==> config.mk <==
export PLATFORM = sky130hd
export DESIGN_NAME = dbg_monitor_flat
export DESIGN_NICKNAME = d
export VERILOG_FILES = /design/src/rtl/dbg_monitor_pkg.sv /design/src/rtl/dbg_monitor_if.sv /design/src/rtl/dbg_monitor_sat_counter.sv /design/src/rtl/dbg_monitor.sv /design/src/flat_wrapper.sv
export SDC_FILE = /design/constraint.sdc
export NUM_CORES = 1
export LEC_CHECK = 0
export BUFFER_PORTS_ARGS = -buffer_cell sky130_fd_sc_hd__buf_4
export CAP_MARGIN = 20
export CORE_MARGIN = 5
export CORE_UTILIZATION = 45
export DETAILED_ROUTE_END_ITERATION = 12
export PLACE_DENSITY = 0.64
export SLEW_MARGIN = 20
export SYNTH_ARGS = -nofsm -noshare
export SYNTH_HDL_FRONTEND = slang
export SYNTH_SLANG_ARGS = --single-unit
==> constraint.sdc <==
create_clock -name clk -period 4.93 [get_ports clk]
set_input_delay 0.2465 -clock clk [delete_from_list [all_inputs] [get_ports clk]]
set_output_delay 0.2465 -clock clk [all_outputs]
set_load 0.1 [all_outputs]
==> src/rtl/dbg_monitor_pkg.sv <==
// dbg_monitor_pkg: shared types and constants for the GAT pipeline debug monitor.
//   dbg_state_e    capture FSM state encoding
//   ST_*           the same encodings as plain constants for the FSM registers
//   SEL_*          readout select map used by dbg_monitor's rd_sel_i
package dbg_monitor_pkg;

   typedef enum logic [1:0] {
      DBG_IDLE    = 2'd0,
      DBG_ARMED   = 2'd1,
      DBG_CAPTURE = 2'd2,
      DBG_DONE    = 2'd3
   } dbg_state_e;

   localparam logic [1:0] ST_IDLE    = 2'd0;
   localparam logic [1:0] ST_ARMED   = 2'd1;
   localparam logic [1:0] ST_CAPTURE = 2'd2;
   localparam logic [1:0] ST_DONE    = 2'd3;

   localparam logic [7:0] SEL_ID       = 8'd0;
   localparam logic [7:0] SEL_STICKY   = 8'd1;
   localparam logic [7:0] SEL_STATUS   = 8'd2;
   localparam logic [7:0] SEL_TS       = 8'd3;
   localparam logic [7:0] SEL_CNT_BASE = 8'd16;
   localparam logic [7:0] SEL_BUF_BASE = 8'd32;
   localparam logic [7:0] SEL_TS_BASE  = 8'd48;

endpackage

==> src/rtl/dbg_monitor_if.sv <==
// dbg_monitor_if: observed pipeline signals fed into the debug monitor.
//   vld_i / rdy_i   per-channel valid/ready pairs (NUM_CH wide)
//   cap_en_i        capture-bus strobe
//   cap_addr_i      capture-bus address (ADDR_W)
//   cap_data_i      capture-bus data (CAP_W)
// master: the pipeline side driving the signals; slave: the monitor.
interface dbg_monitor_if #(
   parameter int NUM_CH = 8,
   parameter int ADDR_W = 16,
   parameter int CAP_W  = 32
);
   logic [NUM_CH-1:0] vld_i;
   logic [NUM_CH-1:0] rdy_i;
   logic              cap_en_i;
   logic [ADDR_W-1:0] cap_addr_i;
   logic [CAP_W-1:0]  cap_data_i;

   modport master (
      output vld_i, rdy_i, cap_en_i, cap_addr_i, cap_data_i
   );

   modport slave (
      input vld_i, rdy_i, cap_en_i, cap_addr_i, cap_data_i
   );
endinterface

==> src/rtl/dbg_monitor_sat_counter.sv <==
// dbg_sat_counter: W-bit up-counter that sticks at all-ones instead of wrapping.
//   clk, rst_n   clock, async active-low reset
//   clr_i        synchronous clear, dominates inc_i
//   inc_i        count enable
//   cnt_o        current count
module dbg_sat_counter #(
   parameter int W = 32
) (
   input  logic         clk,
   input  logic         rst_n,
   input  logic         clr_i,
   input  logic         inc_i,
   output logic [W-1:0] cnt_o
);

   logic [W-1:0] cnt_q;

   always_ff @(posedge clk or negedge rst_n) begin
      if (!rst_n) begin
         cnt_q <= '0;
      end else if (clr_i) begin
         cnt_q <= '0;
      end else if (inc_i && !(&cnt_q)) begin
         cnt_q <= cnt_q + W'(1);
      end
   end

   assign cnt_o = cnt_q;

endmodule

==> src/rtl/dbg_monitor.sv <==
// dbg_monitor: on-chip debug monitor for the GAT pipeline.
// Records sticky valid/ready activity, saturating per-channel handshake counts,
// and a window of capture-bus words following an address-match trigger.
// Everything is read back through one registered 32-bit select port.
//
// Ports:
//   clk, rst_n    clock, async active-low reset
//   clr_i         sync clear of sticky flags, counters, capture FSM (buffer kept)
//   mon           dbg_monitor_if.slave: vld_i/rdy_i, cap_en_i/cap_addr_i/cap_data_i
//   arm_i         arm the trigger (honoured in IDLE only)
//   trig_addr_i   trigger match address
//   rd_sel_i      readout select
//   rd_data_o     readout data, one cycle after rd_sel_i
//   sticky_o      {rdy_sticky, vld_sticky}
//   state_o       capture FSM state
//
// Build option: define DBG_MONITOR_TIMESTAMP_EN to add a free-running cycle
// counter and a per-entry timestamp buffer (selects 3 and 48+i).
//
// state   | meaning
// --------+--------------------------------------------------------
// IDLE    | not armed, waiting for arm_i
// ARMED   | waiting for cap_en_i with cap_addr_i == trig_addr_i
// CAPTURE | storing every cap_en_i word until CAP_DEPTH entries held
// DONE    | buffer full, holds until clr_i
module dbg_monitor
   import dbg_monitor_pkg::*;
#(
   parameter int          NUM_CH    = 8,
   parameter int          CNT_W     = 32,
   parameter int          CAP_W     = 32,
   parameter int          CAP_DEPTH = 4,
   parameter int          ADDR_W    = 16,
   parameter logic [31:0] DBG_ID    = 32'h0022_2103
) (
   input  logic                  clk,
   input  logic                  rst_n,
   input  logic                  clr_i,
   dbg_monitor_if.slave          mon,
   input  logic                  arm_i,
   input  logic [ADDR_W-1:0]     trig_addr_i,
   input  logic [7:0]            rd_sel_i,
   output logic [31:0]           rd_data_o,
   output logic [2*NUM_CH-1:0]   sticky_o,
   output logic [1:0]            state_o
);

   localparam int IDX_W = $clog2(CAP_DEPTH);

   // ---------------- sticky flags ----------------
   logic [NUM_CH-1:0] vld_stk_q, rdy_stk_q;

   always_ff @(posedge clk or negedge rst_n) begin
      if (!rst_n) begin
         vld_stk_q <= '0;
         rdy_stk_q <= '0;
      end else if (clr_i) begin
         vld_stk_q <= '0;
         rdy_stk_q <= '0;
      end else begin
         vld_stk_q <= vld_stk_q | mon.vld_i;
         rdy_stk_q <= rdy_stk_q | mon.rdy_i;
      end
   end

   assign sticky_o = {rdy_stk_q, vld_stk_q};

   // ---------------- handshake counters ----------------
   logic [CNT_W-1:0] cnt [NUM_CH];

   for (genvar g = 0; g < NUM_CH; g++) begin : g_cnt
      dbg_sat_counter #(.W(CNT_W)) u_cnt (
         .clk   (clk),
         .rst_n (rst_n),
         .clr_i (clr_i),
         .inc_i (mon.vld_i[g] & mon.rdy_i[g]),
         .cnt_o (cnt[g])
      );
   end

   // ---------------- capture FSM ----------------
   logic [1:0] state_q, state_d;
   logic [4:0] cap_cnt_q, cap_cnt_d;
   logic       wr_en;
   logic [IDX_W-1:0] wr_idx;

   // In ARMED cap_cnt_q is 0, so one index expression serves both write states.
   assign wr_idx = cap_cnt_q[IDX_W-1:0];

   always_comb begin
      state_d   = state_q;
      cap_cnt_d = cap_cnt_q;
      wr_en     = 1'b0;
      case (state_q)
         ST_IDLE: begin
            if (arm_i) state_d = ST_ARMED;
         end
         ST_ARMED: begin
            if (mon.cap_en_i && (mon.cap_addr_i == trig_addr_i)) begin
               wr_en     = 1'b1;
               cap_cnt_d = 5'd1;
               state_d   = ST_CAPTURE;
            end
         end
         ST_CAPTURE: begin
            if (mon.cap_en_i) begin
               wr_en     = 1'b1;
               cap_cnt_d = cap_cnt_q + 5'd1;
               if (cap_cnt_q == 5'(CAP_DEPTH - 1)) state_d = ST_DONE;
            end
         end
         default: ;
      endcase
      if (clr_i) begin
         state_d   = ST_IDLE;
         cap_cnt_d = '0;
         wr_en     = 1'b0;
      end
   end

   always_ff @(posedge clk or negedge rst_n) begin
      if (!rst_n) begin
         state_q   <= ST_IDLE;
         cap_cnt_q <= '0;
      end else begin
         state_q   <= state_d;
         cap_cnt_q <= cap_cnt_d;
      end
   end

   assign state_o = state_q;

   // Buffer is zeroed only by reset; clr_i leaves the last window readable.
   logic [CAP_W-1:0] cap_buf_q [CAP_DEPTH];

   always_ff @(posedge clk or negedge rst_n) begin
      if (!rst_n) begin
         for (int i = 0; i < CAP_DEPTH; i++) cap_buf_q[i] <= '0;
      end else if (wr_en) begin
         cap_buf_q[wr_idx] <= mon.cap_data_i;
      end
   end

   // ---------------- readout ----------------
   // Tables padded to 16 entries so the select's low nibble indexes them
   // directly; padding entries read as 0.
   logic [31:0] cnt_ext [16];
   logic [31:0] buf_ext [16];
   logic [31:0] ts_ext  [16];
   logic [31:0] ts_cur;

   for (genvar g = 0; g < 16; g++) begin : g_ext
      if (g < NUM_CH) begin : g_cnt_on
         assign cnt_ext[g] = 32'(cnt[g]);
      end else begin : g_cnt_off
         assign cnt_ext[g] = '0;
      end
      if (g < CAP_DEPTH) begin : g_buf_on
         assign buf_ext[g] = 32'(cap_buf_q[g]);
      end else begin : g_buf_off
         assign buf_ext[g] = '0;
      end
   end

`ifdef DBG_MONITOR_TIMESTAMP_EN
   logic [31:0] ts_q;
   logic [31:0] ts_buf_q [CAP_DEPTH];

   // Free-running; only reset clears it so timestamps stay monotonic across clr_i.
   always_ff @(posedge clk or negedge rst_n) begin
      if (!rst_n) ts_q <= '0;
      else        ts_q <= ts_q + 32'd1;
   end

   always_ff @(posedge clk or negedge rst_n) begin
      if (!rst_n) begin
         for (int i = 0; i < CAP_DEPTH; i++) ts_buf_q[i] <= '0;
      end else if (wr_en) begin
         ts_buf_q[wr_idx] <= ts_q;
      end
   end

   assign ts_cur = ts_q;

   for (genvar g = 0; g < 16; g++) begin : g_ts_ext
      if (g < CAP_DEPTH) begin : g_on
         assign ts_ext[g] = ts_buf_q[g];
      end else begin : g_off
         assign ts_ext[g] = '0;
      end
   end
`else
   assign ts_cur = '0;
   for (genvar g = 0; g < 16; g++) begin : g_ts_ext
      assign ts_ext[g] = '0;
   end
`endif

   logic [31:0] rd_data_d, rd_data_q;

   always_comb begin
      rd_data_d = '0;
      if (rd_sel_i == SEL_ID) begin
         rd_data_d = DBG_ID;
      end else if (rd_sel_i == SEL_STICKY) begin
         rd_data_d = 32'({rdy_stk_q, vld_stk_q});
      end else if (rd_sel_i == SEL_STATUS) begin
         rd_data_d = 32'({cap_cnt_q, state_q});
      end else if (rd_sel_i == SEL_TS) begin
         rd_data_d = ts_cur;
      end else if (rd_sel_i[7:4] == SEL_CNT_BASE[7:4]) begin
         rd_data_d = cnt_ext[rd_sel_i[3:0]];
      end else if (rd_sel_i[7:4] == SEL_BUF_BASE[7:4]) begin
         rd_data_d = buf_ext[rd_sel_i[3:0]];
      end else if (rd_sel_i[7:4] == SEL_TS_BASE[7:4]) begin
         rd_data_d = ts_ext[rd_sel_i[3:0]];
      end
   end

   always_ff @(posedge clk or negedge rst_n) begin
      if (!rst_n) rd_data_q <= '0;
      else        rd_data_q <= rd_data_d;
   end

   assign rd_data_o = rd_data_q;

endmodule

==> src/flat_wrapper.sv <==
// flat-port wrapper written by rule: the top's interface ports become plain ports
module dbg_monitor_flat import dbg_monitor_pkg::*;
#(
   parameter int          NUM_CH    = 8,
   parameter int          CNT_W     = 32,
   parameter int          CAP_W     = 32,
   parameter int          CAP_DEPTH = 4,
   parameter int          ADDR_W    = 16,
   parameter logic [31:0] DBG_ID    = 32'h0022_2103
)
  (clk, rst_n, clr_i, arm_i, trig_addr_i, rd_sel_i, rd_data_o, sticky_o, state_o, mon_vld_i, mon_rdy_i, mon_cap_en_i, mon_cap_addr_i, mon_cap_data_i);
  dbg_monitor_if #(.NUM_CH(NUM_CH), .ADDR_W(ADDR_W), .CAP_W(CAP_W)) mon_i ();
  input  logic clk;
  input  logic rst_n;
  input  logic clr_i;
  input  logic arm_i;
  input  logic [ADDR_W-1:0] trig_addr_i;
  input  logic [7:0] rd_sel_i;
  output logic [31:0] rd_data_o;
  output logic [2*NUM_CH-1:0] sticky_o;
  output logic [1:0] state_o;
  input wire logic [$bits(mon_i.vld_i)-1:0] mon_vld_i;
  input wire logic [$bits(mon_i.rdy_i)-1:0] mon_rdy_i;
  input wire logic [$bits(mon_i.cap_en_i)-1:0] mon_cap_en_i;
  input wire logic [$bits(mon_i.cap_addr_i)-1:0] mon_cap_addr_i;
  input wire logic [$bits(mon_i.cap_data_i)-1:0] mon_cap_data_i;
  assign mon_i.vld_i = mon_vld_i;
  assign mon_i.rdy_i = mon_rdy_i;
  assign mon_i.cap_en_i = mon_cap_en_i;
  assign mon_i.cap_addr_i = mon_cap_addr_i;
  assign mon_i.cap_data_i = mon_cap_data_i;
  dbg_monitor #(.NUM_CH(NUM_CH), .CNT_W(CNT_W), .CAP_W(CAP_W), .CAP_DEPTH(CAP_DEPTH), .ADDR_W(ADDR_W), .DBG_ID(DBG_ID)) u_core (.clk(clk), .rst_n(rst_n), .clr_i(clr_i), .mon(mon_i), .arm_i(arm_i), .trig_addr_i(trig_addr_i), .rd_sel_i(rd_sel_i), .rd_data_o(rd_data_o), .sticky_o(sticky_o), .state_o(state_o));
endmodule
==> results.toml <==
[clock_tree]
root_buffer = "clkbuf_16"
cts_tree = "yes"
htree_levels = 2
cts.repair.resized = 0
path_clk_slew_ps = 60
cts.sinks = 439
numCtsBuffers = 49
clk_latency_ps = 600
cts_buffer_depth = 3

[placed_design]
dp_hpwl_um = 49080
portBuffers = 142
gp_congestion = 0.8968
placed_cell_area_mm2 = 0.02507

[min_path]
holdCritStartpoint = "rd_sel_i[5]"
hold_class = "in2reg"
whs_path_depth = 3
hold_end = "u_core.rd_data_o[0]"

[setup_path]
criticalPathCategory = "reg2reg"
r2r_start = "u_core.state_o[0]"
crit_required_ps = 5420
crit_fanout = 27
ff2ff_setup_slack_ps = 2110
r2r_end = "u_core.buf_ext[385]"
rr_worst_depth = 7
start_kind = "flip-flop"
cp-end-kind = "flip-flop"
worst_ep_arrival_time_ps = 3300

[timing]
setup_viol = 0
period_needed_ps = 2815
slew_headroom_pct = 31.12
hold_viol = 0
clock_skew_ps = 19.81
rsz0062_at_grt = "false"
max_freq_ghz = 0.3552
fin_hold_ws_ps = 84.51
tightest_slew_ps = 1033
fin_crit_sh_pct = 57.11
setup_tns_ps = 0
final_max_slew_viol_count = 0

[synth]
synth-edff-count = 0
synthAdderAreaFrac_pct = 0.8052
synthSimpleGateAreaFrac_pct = 19.56
synth_top_family_by_area = "simple AND/OR/NAND/NOR gates"
yosys.cell_types.count = 66
synth-compound-area-share_pct = 5.427
muxShareOfSynthArea_pct = 17.33
synth_common_cells = "439 x dfrtp_1, 294 x nor2_1, 129 x mux2_2"
syn_area_per_cell_um2 = 10.76
netlist.area_leader.share_pct = 47.13
yosysMostFrequentCell = "dfrtp_1"
synth.largest_area_cell = "dfrtp_1"
async_flop_share_pct = 100.0
ys_ff_latch = 439
synth_xor_area_share_pct = 7.515
syn-num-nets = 2274
synth_cells = 2166
ys.flop_type = "dfrtp_1"
ys_warn_count = 0
seq_area_frac_synth_pct = 47.13
synthTopCellsByArea = "dfrtp_1 47%, mux4_2 9.2%, mux2_2 6.2%"
syn_area_mm2 = 0.02331

[power]
clkPwrFrac_pct = 44.3
p_per_area_mw_per_mm2 = 322.6
intPower_mw = 6.582
p_switching_mw = 2.223
ir_worst_vdd_mv = 0.3376
sw_frac_of_total_pct = 25.24
p_seq_share_pct = 44.6
leakage_nw = 11.46
finalPower_mw = 8.805
share_comb_of_total_power_pct = 11.1

[floorplan]
core_area_mm2 = 0.05130
die_h_um = 237.6
ios = 143
rows = 83
fp.dieArea_mm2 = 0.05645
start_util_pct = 45.43
fp.dieW_um = 237.6

[finish]
fin_area_mm2 = 0.02729
area_growth_pct = 17.09
layout-drive-gt1-share_pct = 20.57
final_nets = 2439
fin_util_pct = 53.20

[outcome]
outcome = "finished, final reports clean"

[route]
totalWireLength_um = 68370
postRouteAntennaNets = 0
wl_met1_um = 29510
first_pass_iters = 7
post_drt_wl_per_cell_um = 22.43
met3RoutedLength_um = 4937
drcViolationCount = 0
via_per_inst = 6.030
wl_met2_um = 31210
vias = 18378
drt-initial-drc-count = 1873
dr.max_layer_used = "met4"

[grt]
overflow = 0
grt_pass1_vias = 17772
antenna_found_initial = 2
grt_use_total_pct = 23.92
grt_pass1_wl_um = 106500
grt_max_degree = 198

[job]
drv_cap = 0
==> critical path, cell delays in order (launching register included) <==
cell	delay, ps
dfrtp_1	380
inv_1	120
ha_1	300
nor2b_1	360
and3_1	300
a32o_1	360
buf_4	460
mux2_2	390
==> sequential cells by signal (all words and copies together) (netlist names) <==
signal	flops
u_core.cap_cnt_q	5
u_core.state_o	2
u_core.g_cnt.u_cnt.cnt_o	256
u_core.vld_stk_q	8
u_core.rd_data_o	32
u_core.rdy_stk_q	8
u_core.buf_ext	128
==> cell usage in the layout (no fill, tap or decap), types with 6 or more instances in the layout <==
master / count
nor4_1: 20
and2_1: 12
nor2b_1: 12
xor2_1: 105
mux2_2: 129
nand2b_1: 7
dfrtp_1: 439
dlygate4sd3_1: 50
clkbuf_8: 10
or3_1: 52
and3_1: 38
nand4_1: 93
nand2_1: 123
nand4b_1: 7
inv_1: 33
nor2_1: 293
a21oi_1: 71
nor4b_1: 8
clkbuf_16: 50
buf_4: 155
nor3_1: 63
mux2i_1: 42
a22oi_1: 7
mux4_2: 95
a31oi_1: 12
nand3_1: 103
or2_2: 6
and4_1: 31
o21ai_0: 84
xnor2_1: 95
clkbuf_1: 9
clkinv_2: 6
ha_1: 15
bufinv_16: 7
==> per-layer routing <==
| metal | track usage (%) | vias to the layer above |
|---|---|---|
| li1 | - | 8238 |
| met1 | 34.69 | 9276 |
| met2 | 36.51 | 734 |
| met3 | 3.829 | 130 |
| met4 | 9.096 | 0 |
| met5 | 0 | - |
==> cell families (layout without fill, tap and decap cells) <==
kind of cell | Yosys count | after routing
other | 0 | 1
xor gates and xnor gates | 200 | 200
DFF | 439 | 439
buffers and inverters | 131 | 332
muxes | 267 | 267
AOI/OAI and AO/OA | 216 | 216
and+or+nand+nor | 898 | 898
adders and majority gates | 15 | 15
==> repair_timing <==
item,CTS,global route
buffers inserted,0,0
hold buffers,50,0
endpoints found under the hold margin,215,0
==> final cells by class <==
type,instances,area [um2]
flip-flops and latches,439,10990
clock buffers,68,1409
well taps,680,850.8
inverters,33,123.9
repair buffers,212,1784
diodes,1,2.502
clock inverters,19,306.5
multi-input cells,1596,11830
fillers,4510,24010
==> metrics by stage <==
stage / setup WS (ps) / cells
finish: 2115 / 3048
global route: 1932 / 3048
CTS: 2106 / 3047
detailed placement: 2137 / 2910
global placement: 1887 / 2910
floorplan: 2147 / 2166
==> how the worst max path moves through the flow <==
stage                 startpoint              endpoint  depth (start not counted)  slack [ps]
2_1_floorplan  u_core.state_o[0]   u_core.buf_ext[385]                          7        2150
3_3_place_gp         rd_sel_i[3]  u_core.rd_data_o[14]                          6        1890
3_5_place_dp   u_core.state_o[0]   u_core.buf_ext[413]                          7        2140
4_1_cts        u_core.state_o[0]   u_core.buf_ext[385]                          7        2110
5_1_grt        u_core.state_o[0]   u_core.buf_ext[393]                          7        1930
6_report       u_core.state_o[0]   u_core.buf_ext[385]                          7        2110
==> power by group through the flow <==
stage          clock network, mW  registers, mW  logic [mW]
2_1_floorplan                  0           4.07       0.512
3_3_place_gp                   0           3.98       0.927
3_5_place_dp                   0           3.99       0.950
4_1_cts                     3.96           3.93       0.985
5_1_grt                     4.10           3.95        1.06
6_report                    3.90           3.93       0.979
No activity file was read; power rests on OpenSTA's default activity.
